**src/rtl/icache_ctrl_if.sv**
```systemverilog
// icache_ctrl_if: fetch-side and refill-side signals of the instruction cache.
// slave is the cache's view; master is the view of the control unit plus memory.
interface icache_ctrl_if #(
  parameter int ADDR_WIDTH = 32
);
  logic                  icache_req;
  logic [ADDR_WIDTH-1:0] pc;
  logic                  icache_ready;
  logic [31:0]           icache_instr;
  logic                  invalidate;
  logic                  mem_req;
  logic [ADDR_WIDTH-1:0] mem_addr;
  logic                  mem_ack;
  logic [31:0]           mem_rdata;
  logic [31:0]           hit_count;
  logic [31:0]           miss_count;

  modport slave (
    input  icache_req, pc, invalidate, mem_ack, mem_rdata,
    output icache_ready, icache_instr, mem_req, mem_addr, hit_count, miss_count
  );

  modport master (
    output icache_req, pc, invalidate, mem_ack, mem_rdata,
    input  icache_ready, icache_instr, mem_req, mem_addr, hit_count, miss_count
  );
endinterface

```
**src/rtl/icache_ctrl.sv**
```systemverilog
// icache_ctrl: direct-mapped, read-only instruction cache. Hits answer one cycle
// after the request; misses refill the whole line word by word over mem_req/mem_ack.
// Optional hit/miss statistics counters are built when ICACHE_STATS_EN is defined.
module icache_ctrl #(
  parameter int ADDR_WIDTH = 32,
  parameter int LINE_WORDS = 4,
  parameter int NUM_LINES  = 16
) (
  input  logic         clk,
  input  logic         reset,
  icache_ctrl_if.slave bus
);
  localparam int OB = $clog2(LINE_WORDS);
  localparam int IB = $clog2(NUM_LINES);
  localparam int WW = ADDR_WIDTH - 2;
  localparam int TW = WW - OB - IB;
  localparam logic [OB-1:0] LAST_WORD = OB'(LINE_WORDS - 1);

  typedef enum logic [1:0] {IDLE, REFILL, RESPOND} state_e;

  state_e                 state_q, state_d;
  logic [NUM_LINES-1:0]   valid_q, valid_d;
  logic [OB-1:0]          cnt_q, cnt_d;
  logic                   mem_req_q, mem_req_d;
  logic                   ready_q, ready_d;
  logic [31:0]            instr_q, instr_d;
  logic                   inv_pend_q, inv_pend_d;
  logic [WW-1:0]          word_q, word_d;

  logic [TW-1:0]          tag_q  [NUM_LINES];
  logic [31:0]            data_q [NUM_LINES][LINE_WORDS];

  logic [OB-1:0]          pc_off, fill_off;
  logic [IB-1:0]          pc_idx, fill_idx;
  logic [TW-1:0]          pc_tag, fill_tag;
  logic                   hit, fill_we, last_ack;

  // Address split of the live pc and of the latched miss address, plus hit detect.
  always_comb begin
    pc_off   = bus.pc[2 +: OB];
    pc_idx   = bus.pc[2+OB +: IB];
    pc_tag   = bus.pc[ADDR_WIDTH-1 -: TW];
    fill_off = word_q[0 +: OB];
    fill_idx = word_q[OB +: IB];
    fill_tag = word_q[WW-1 -: TW];
    // A same-edge invalidate wins over the lookup, so it forces a miss.
    hit      = valid_q[pc_idx] && (tag_q[pc_idx] == pc_tag) && !bus.invalidate;
    fill_we  = (state_q == REFILL) && bus.mem_ack;
    last_ack = fill_we && (cnt_q == LAST_WORD);
  end

  // Next-state and next-output computation for the IDLE/REFILL/RESPOND controller.
  always_comb begin
    state_d    = state_q;
    valid_d    = valid_q;
    cnt_d      = cnt_q;
    mem_req_d  = mem_req_q;
    ready_d    = 1'b0;
    instr_d    = instr_q;
    inv_pend_d = inv_pend_q;
    word_d     = word_q;
    case (state_q)
      IDLE: begin
        if (bus.invalidate) valid_d = '0;
        if (bus.icache_req) begin
          if (hit) begin
            instr_d = data_q[pc_idx][pc_off];
            ready_d = 1'b1;
          end else begin
            word_d    = bus.pc[ADDR_WIDTH-1:2];
            cnt_d     = '0;
            mem_req_d = 1'b1;
            state_d   = REFILL;
          end
        end
      end
      REFILL: begin
        inv_pend_d = inv_pend_q | bus.invalidate;
        if (fill_we) begin
          cnt_d = cnt_q + OB'(1);
          if (last_ack) begin
            // A line whose refill overlapped an invalidate is kept but not trusted.
            valid_d[fill_idx] = !(inv_pend_q | bus.invalidate);
            mem_req_d         = 1'b0;
            state_d           = RESPOND;
          end
        end
      end
      RESPOND: begin
        instr_d    = data_q[fill_idx][fill_off];
        ready_d    = 1'b1;
        state_d    = IDLE;
        if (inv_pend_q || bus.invalidate) valid_d = '0;
        inv_pend_d = 1'b0;
      end
      default: state_d = IDLE;
    endcase
  end

  // Controller state and registered outputs, cleared by the asynchronous reset.
  always_ff @(posedge clk or negedge reset) begin
    if (!reset) begin
      state_q    <= IDLE;
      valid_q    <= '0;
      cnt_q      <= '0;
      mem_req_q  <= 1'b0;
      ready_q    <= 1'b0;
      instr_q    <= '0;
      inv_pend_q <= 1'b0;
    end else begin
      state_q    <= state_d;
      valid_q    <= valid_d;
      cnt_q      <= cnt_d;
      mem_req_q  <= mem_req_d;
      ready_q    <= ready_d;
      instr_q    <= instr_d;
      inv_pend_q <= inv_pend_d;
    end
  end

  // Tag/data storage and the latched miss address; meaningful only behind valid bits.
  always_ff @(posedge clk) begin
    word_q <= word_d;
    if (fill_we) data_q[fill_idx][cnt_q] <= bus.mem_rdata;
    if (last_ack) tag_q[fill_idx] <= fill_tag;
  end

  assign bus.icache_ready = ready_q;
  assign bus.icache_instr = instr_q;
  assign bus.mem_req      = mem_req_q;
  assign bus.mem_addr     = {word_q[WW-1:OB], cnt_q, 2'b00};

`ifdef ICACHE_STATS_EN
  logic [31:0] hit_cnt_q, hit_cnt_d;
  logic [31:0] miss_cnt_q, miss_cnt_d;

  // Hits counted per hit-path response, misses per REFILL entry; both wrap.
  always_comb begin
    hit_cnt_d  = hit_cnt_q;
    miss_cnt_d = miss_cnt_q;
    if ((state_q == IDLE) && bus.icache_req) begin
      if (hit) hit_cnt_d  = hit_cnt_q + 32'd1;
      else     miss_cnt_d = miss_cnt_q + 32'd1;
    end
  end

  // Statistics registers.
  always_ff @(posedge clk or negedge reset) begin
    if (!reset) begin
      hit_cnt_q  <= '0;
      miss_cnt_q <= '0;
    end else begin
      hit_cnt_q  <= hit_cnt_d;
      miss_cnt_q <= miss_cnt_d;
    end
  end

  assign bus.hit_count  = hit_cnt_q;
  assign bus.miss_count = miss_cnt_q;
`else
  assign bus.hit_count  = '0;
  assign bus.miss_count = '0;
`endif
endmodule

```
**src/flat_wrapper.sv**
```systemverilog
// flat-port wrapper written by rule: the top's interface ports become plain ports
module icache_ctrl_flat 
#(
  parameter int ADDR_WIDTH = 32,
  parameter int LINE_WORDS = 4,
  parameter int NUM_LINES  = 16
)
  (clk, reset, bus_icache_req, bus_pc, bus_invalidate, bus_mem_ack, bus_mem_rdata, bus_icache_ready, bus_icache_instr, bus_mem_req, bus_mem_addr, bus_hit_count, bus_miss_count);
  icache_ctrl_if #(.ADDR_WIDTH(ADDR_WIDTH)) bus_i ();
  input  logic clk;
  input  logic reset;
  input wire logic [$bits(bus_i.icache_req)-1:0] bus_icache_req;
  input wire logic [$bits(bus_i.pc)-1:0] bus_pc;
  input wire logic [$bits(bus_i.invalidate)-1:0] bus_invalidate;
  input wire logic [$bits(bus_i.mem_ack)-1:0] bus_mem_ack;
  input wire logic [$bits(bus_i.mem_rdata)-1:0] bus_mem_rdata;
  output wire logic [$bits(bus_i.icache_ready)-1:0] bus_icache_ready;
  output wire logic [$bits(bus_i.icache_instr)-1:0] bus_icache_instr;
  output wire logic [$bits(bus_i.mem_req)-1:0] bus_mem_req;
  output wire logic [$bits(bus_i.mem_addr)-1:0] bus_mem_addr;
  output wire logic [$bits(bus_i.hit_count)-1:0] bus_hit_count;
  output wire logic [$bits(bus_i.miss_count)-1:0] bus_miss_count;
  assign bus_i.icache_req = bus_icache_req;
  assign bus_i.pc = bus_pc;
  assign bus_i.invalidate = bus_invalidate;
  assign bus_i.mem_ack = bus_mem_ack;
  assign bus_i.mem_rdata = bus_mem_rdata;
  assign bus_icache_ready = bus_i.icache_ready;
  assign bus_icache_instr = bus_i.icache_instr;
  assign bus_mem_req = bus_i.mem_req;
  assign bus_mem_addr = bus_i.mem_addr;
  assign bus_hit_count = bus_i.hit_count;
  assign bus_miss_count = bus_i.miss_count;
  icache_ctrl #(.ADDR_WIDTH(ADDR_WIDTH), .LINE_WORDS(LINE_WORDS), .NUM_LINES(NUM_LINES)) u_core (.clk(clk), .reset(reset), .bus(bus_i));
endmodule
```
**config.mk**
```make
export PLATFORM = sky130hd
export DESIGN_NAME = icache_ctrl_flat
export DESIGN_NICKNAME = d
export VERILOG_FILES = /design/src/rtl/icache_ctrl_if.sv /design/src/rtl/icache_ctrl.sv /design/src/flat_wrapper.sv
export SDC_FILE = /design/constraint.sdc
export NUM_CORES = 2
export LEC_CHECK = 0
export CORE_MARGIN = 5
export CORE_UTILIZATION = 45
export DETAILED_ROUTE_END_ITERATION = 10
export SLEW_MARGIN = 5
export SYNTH_ARGS = -nofsm -noshare
export SYNTH_HDL_FRONTEND = slang
export SYNTH_SLANG_ARGS = --single-unit
```
**constraint.sdc**
```tcl
create_clock -name clk -period 4.2 [get_ports clk]
set_clock_uncertainty 0.15 [all_clocks]
set_input_delay 0.63 -clock clk [delete_from_list [all_inputs] [get_ports clk]]
set_output_delay 0.63 -clock clk [all_outputs]
set_load 0.02 [all_outputs]
```
==> impl_results.md <==
- Worst vdd ir: 0.3345 mV
- Ys async rst share: 2.182%
- Syn avg cell area: 19.44 um2
- Antenna violations before repair: 22
- GPL Wtd Cong: 0.8699
- Multi-input gate area: 35600 um2
- Synth Flop Type: edfxtp_1
- Area Overhead vs Synth: 14.87%
- Outcome: finished clean
- Hold Buf Count CTS: 1
- IO Port Bufs: 130
- Setup bufs post-CTS: 0
- TritonRoute pass-1 iters: 6
- Vert. Die Dim: 510.9 um
- DP Area: 120900 um2
- NumNets Final: 6281
- Worst setup path end: u_core.bus.icache_instr[25]
- Via count of the first global-routing pass: 66.20k
- Kind of critical path: flip-flop to flip-flop
- Reg2Reg Depth: 9
- Post-synthesis mux area share: 22.68%
- CTS tree: yes
- Critical Path Start Type: flip-flop
- Fin Setup TNS: 0 ns
- Reg2Reg Setup Slack: 0.31 ns
- Least-Margin Pin Slew: 1.331 ns
- YS warnings: 0
- CTS buffer count: 287
- WP data arrival: 4.55 ns
- LEAKAGE: 41.25 nW
- Root Driver: clkbuf_16
- Fraction of layout cells with a size suffix above 1: 30.92%
- Largest net degree at the start of global routing: 124
- Hpwl dp: 218200 um
- GRT Overall Usage: 27.53%
- Synth Area in XOR/XNOR: 0.2249%
- Unrepaired setup endpoints after global routing: false
- Worst skew pair latency: 0.95 ns
- Core footprint: 249100 um2
- Worst Hold Class: primary input to async pin
- Synth area leaders: edfxtp_1 (65%), mux4_2 (20%), mux2i_1 (2.5%), a22oi_1 (2.3%), dfrtp_1 (1.2%)
- Sequential cell area: 75400 um2
- Largest area contributor in the netlist: edfxtp_1
- WL/cell: 37.65 um
- Die area: 261000 um2
- Synth Area in Compound Gates: 5.513%
- Final worst path period share: 92.68%
- CTS resizes: 0
- Final setup fails: 0
- Clock H-tree levels: 5
- Fmax: 0.2569 GHz
- Final instance area: 129700 um2
- Crit path from: u_core.state_q[0]
- Initial Utilization: 45.32%
- Most common cell in the netlist: edfxtp_1
- Tmin final: 3.892 ns
- PwrDens: 492.5 nW/um2
- Mean number of vias per cell: 6.768
- CP Capture Type: flip-flop
- Reg-to-Reg End: u_core.bus.icache_instr[25]
- Yosys cell types: 59
- Clock Sinks: 2521
- Grt ovf: 0
- DIE WIDTH: 510.9 um
- Max cap viols: 0
- Final hold vios: 0
- Main combinational cell family by area after synthesis: multiplexers
- Sequential cell area fraction in the yosys report: 66.77%
- Final Slew Violations: 0
- First-pass GRT wire length: 511800 um
- Filler cells: 19.77k
- Mapped cell area: 112900 um2
- IO Pins: 199
- Antenna viol nets, final: 0
- FP Rows: 183
- Clk pin slew, worst setup/hold paths: 0.06 ns
- Area share of fa/ha/maj cells after synthesis: 0.08865%
- Post-Synth Simple-Gate Area: 2.259%
- Synthesis-stage register bit count: 2521
- DRC: 0
- Top-area cell type share of the netlist area: 65.48%
- FF-to-FF Start: u_core.state_q[0]
- Worst-path fanout max: 7
- Post-synth EDFFs: 2462
- Max_slew headroom: 11.24%
- Final WL: 366700 um
- Post-synthesis cell count: 5809
- Worst-case clock buffer depth: 4
- Top cells by count, synth: edfxtp_1 (2462), mux4_2 (981), a22oi_1 (344)
- Via count: 65.93k
- WP data required: 4.85 ns
- DRT iter0 DRCs: 9363
-- cells by family after synthesis --
| kind of cell | count (synthesis) |
|---|---|
| AO/OA/AOI/OAI | 895 |
| other | 1 |
| adder cells (fa/ha/maj) | 8 |
| buffers and inverters | 534 |
| flip-flops | 2521 |
| multiplexers | 1315 |
| AND/OR/NAND/NOR | 506 |
| XOR/XNOR | 29 |
-- worst min path at each step --
stage                     depth (start not counted)                    endpoint  slack, ns
after global routing                              2  u_core.bus.icache_instr[8]       0.08
final                                             2  u_core.bus.icache_instr[8]       0.08
after detailed placement                          2           u_core.valid_q[7]       0.38
after floorplan                                   0  u_core.bus.icache_instr[0]       0.18
after CTS                                         2  u_core.bus.icache_instr[8]       0.02
after global placement                            2           u_core.valid_q[5]       0.38
-- metrics by stage --
step           hold WS (ns)  util, %  std cells  total power (W)  setup WS, ns
2_1_floorplan        0.1844        -       5874          0.03609       -0.2382
3_3_place_gp         0.3787    48.55       9244          0.04044       -0.2447
3_5_place_dp         0.3834    48.55       9244          0.04052       -0.2515
4_1_cts             0.02167    52.05       9733          0.06417        0.4052
5_1_grt             0.08146    52.06       9738          0.06586        0.2772
6_report            0.07593    52.06       9742          0.06388        0.3075
-- report_power, final --
part,switching (W),internal (W)
combinational,0.00629,0.00488
clock,0.00991,0.0139
sequential,0.000678,0.0282
total,0.0169,0.0470
-- metal layers --
metal | global-route usage, % | wire length, um
met1 | 38.69 | 142200
met2 | 42.82 | 171700
met3 | 5.451 | 36660
met4 | 10.71 | 16160
met5 | 0 | 18
-- worst max-delay path, cell delays in order (launching register included) --
cell and delay, ns:
dfrtp_1 0.40, inv_1 0.11, ha_1 0.38, buf_4 0.32
nor2b_1 0.10, nand2_1 0.63, a21oi_1 0.33, or4_1 0.57
or4_1 0.48, mux2_4 0.28
-- sequential cells by signal, indices dropped and copies added, names as in the netlist, named ones only --
register                 flops
u_core.bus.icache_instr     32
u_core.bus.icache_ready      1
u_core.bus.mem_req           1
u_core.cnt_q                 2
u_core.data_q             2048
u_core.inv_pend_q            1
u_core.state_q               2
u_core.tag_q               384
u_core.valid_q              16
u_core.word_q               30
-- layout make-up --
| class | count | area share (%) |
|---|---|---|
| clock buffer | 360 | 5.845 |
| inverter | 15 | 0.04341 |
| multi-input combinational | 2819 | 27.45 |
| tap | 3330 | 3.212 |
| timing repair buffer | 560 | 4.425 |
| sequential | 2521 | 58.13 |
| antenna | 9 | 0.01736 |
| clock inverter | 128 | 0.8769 |
-- cells in the final DEF (no fill, tap or decap), types with 38 or more instances in the layout --
cell type / instances
clkbuf_16: 291
nor2_1: 67
clkinv_1: 52
clkdlybuf4s50_1: 92
nor2_4: 70
buf_12: 109
a211oi_1: 77
clkinv_2: 38
mux4_2: 981
nand2_1: 78
a22o_1: 50
nor2b_1: 80
a221oi_1: 56
edfxtp_1: 2462
buf_4: 323
clkbuf_1: 65
a21oi_1: 187
dfrtp_1: 55
mux2i_1: 279
nand3_1: 76
o21ai_0: 64
conb_1: 66
a22oi_1: 344
Power figures use the tool's default switching activity.
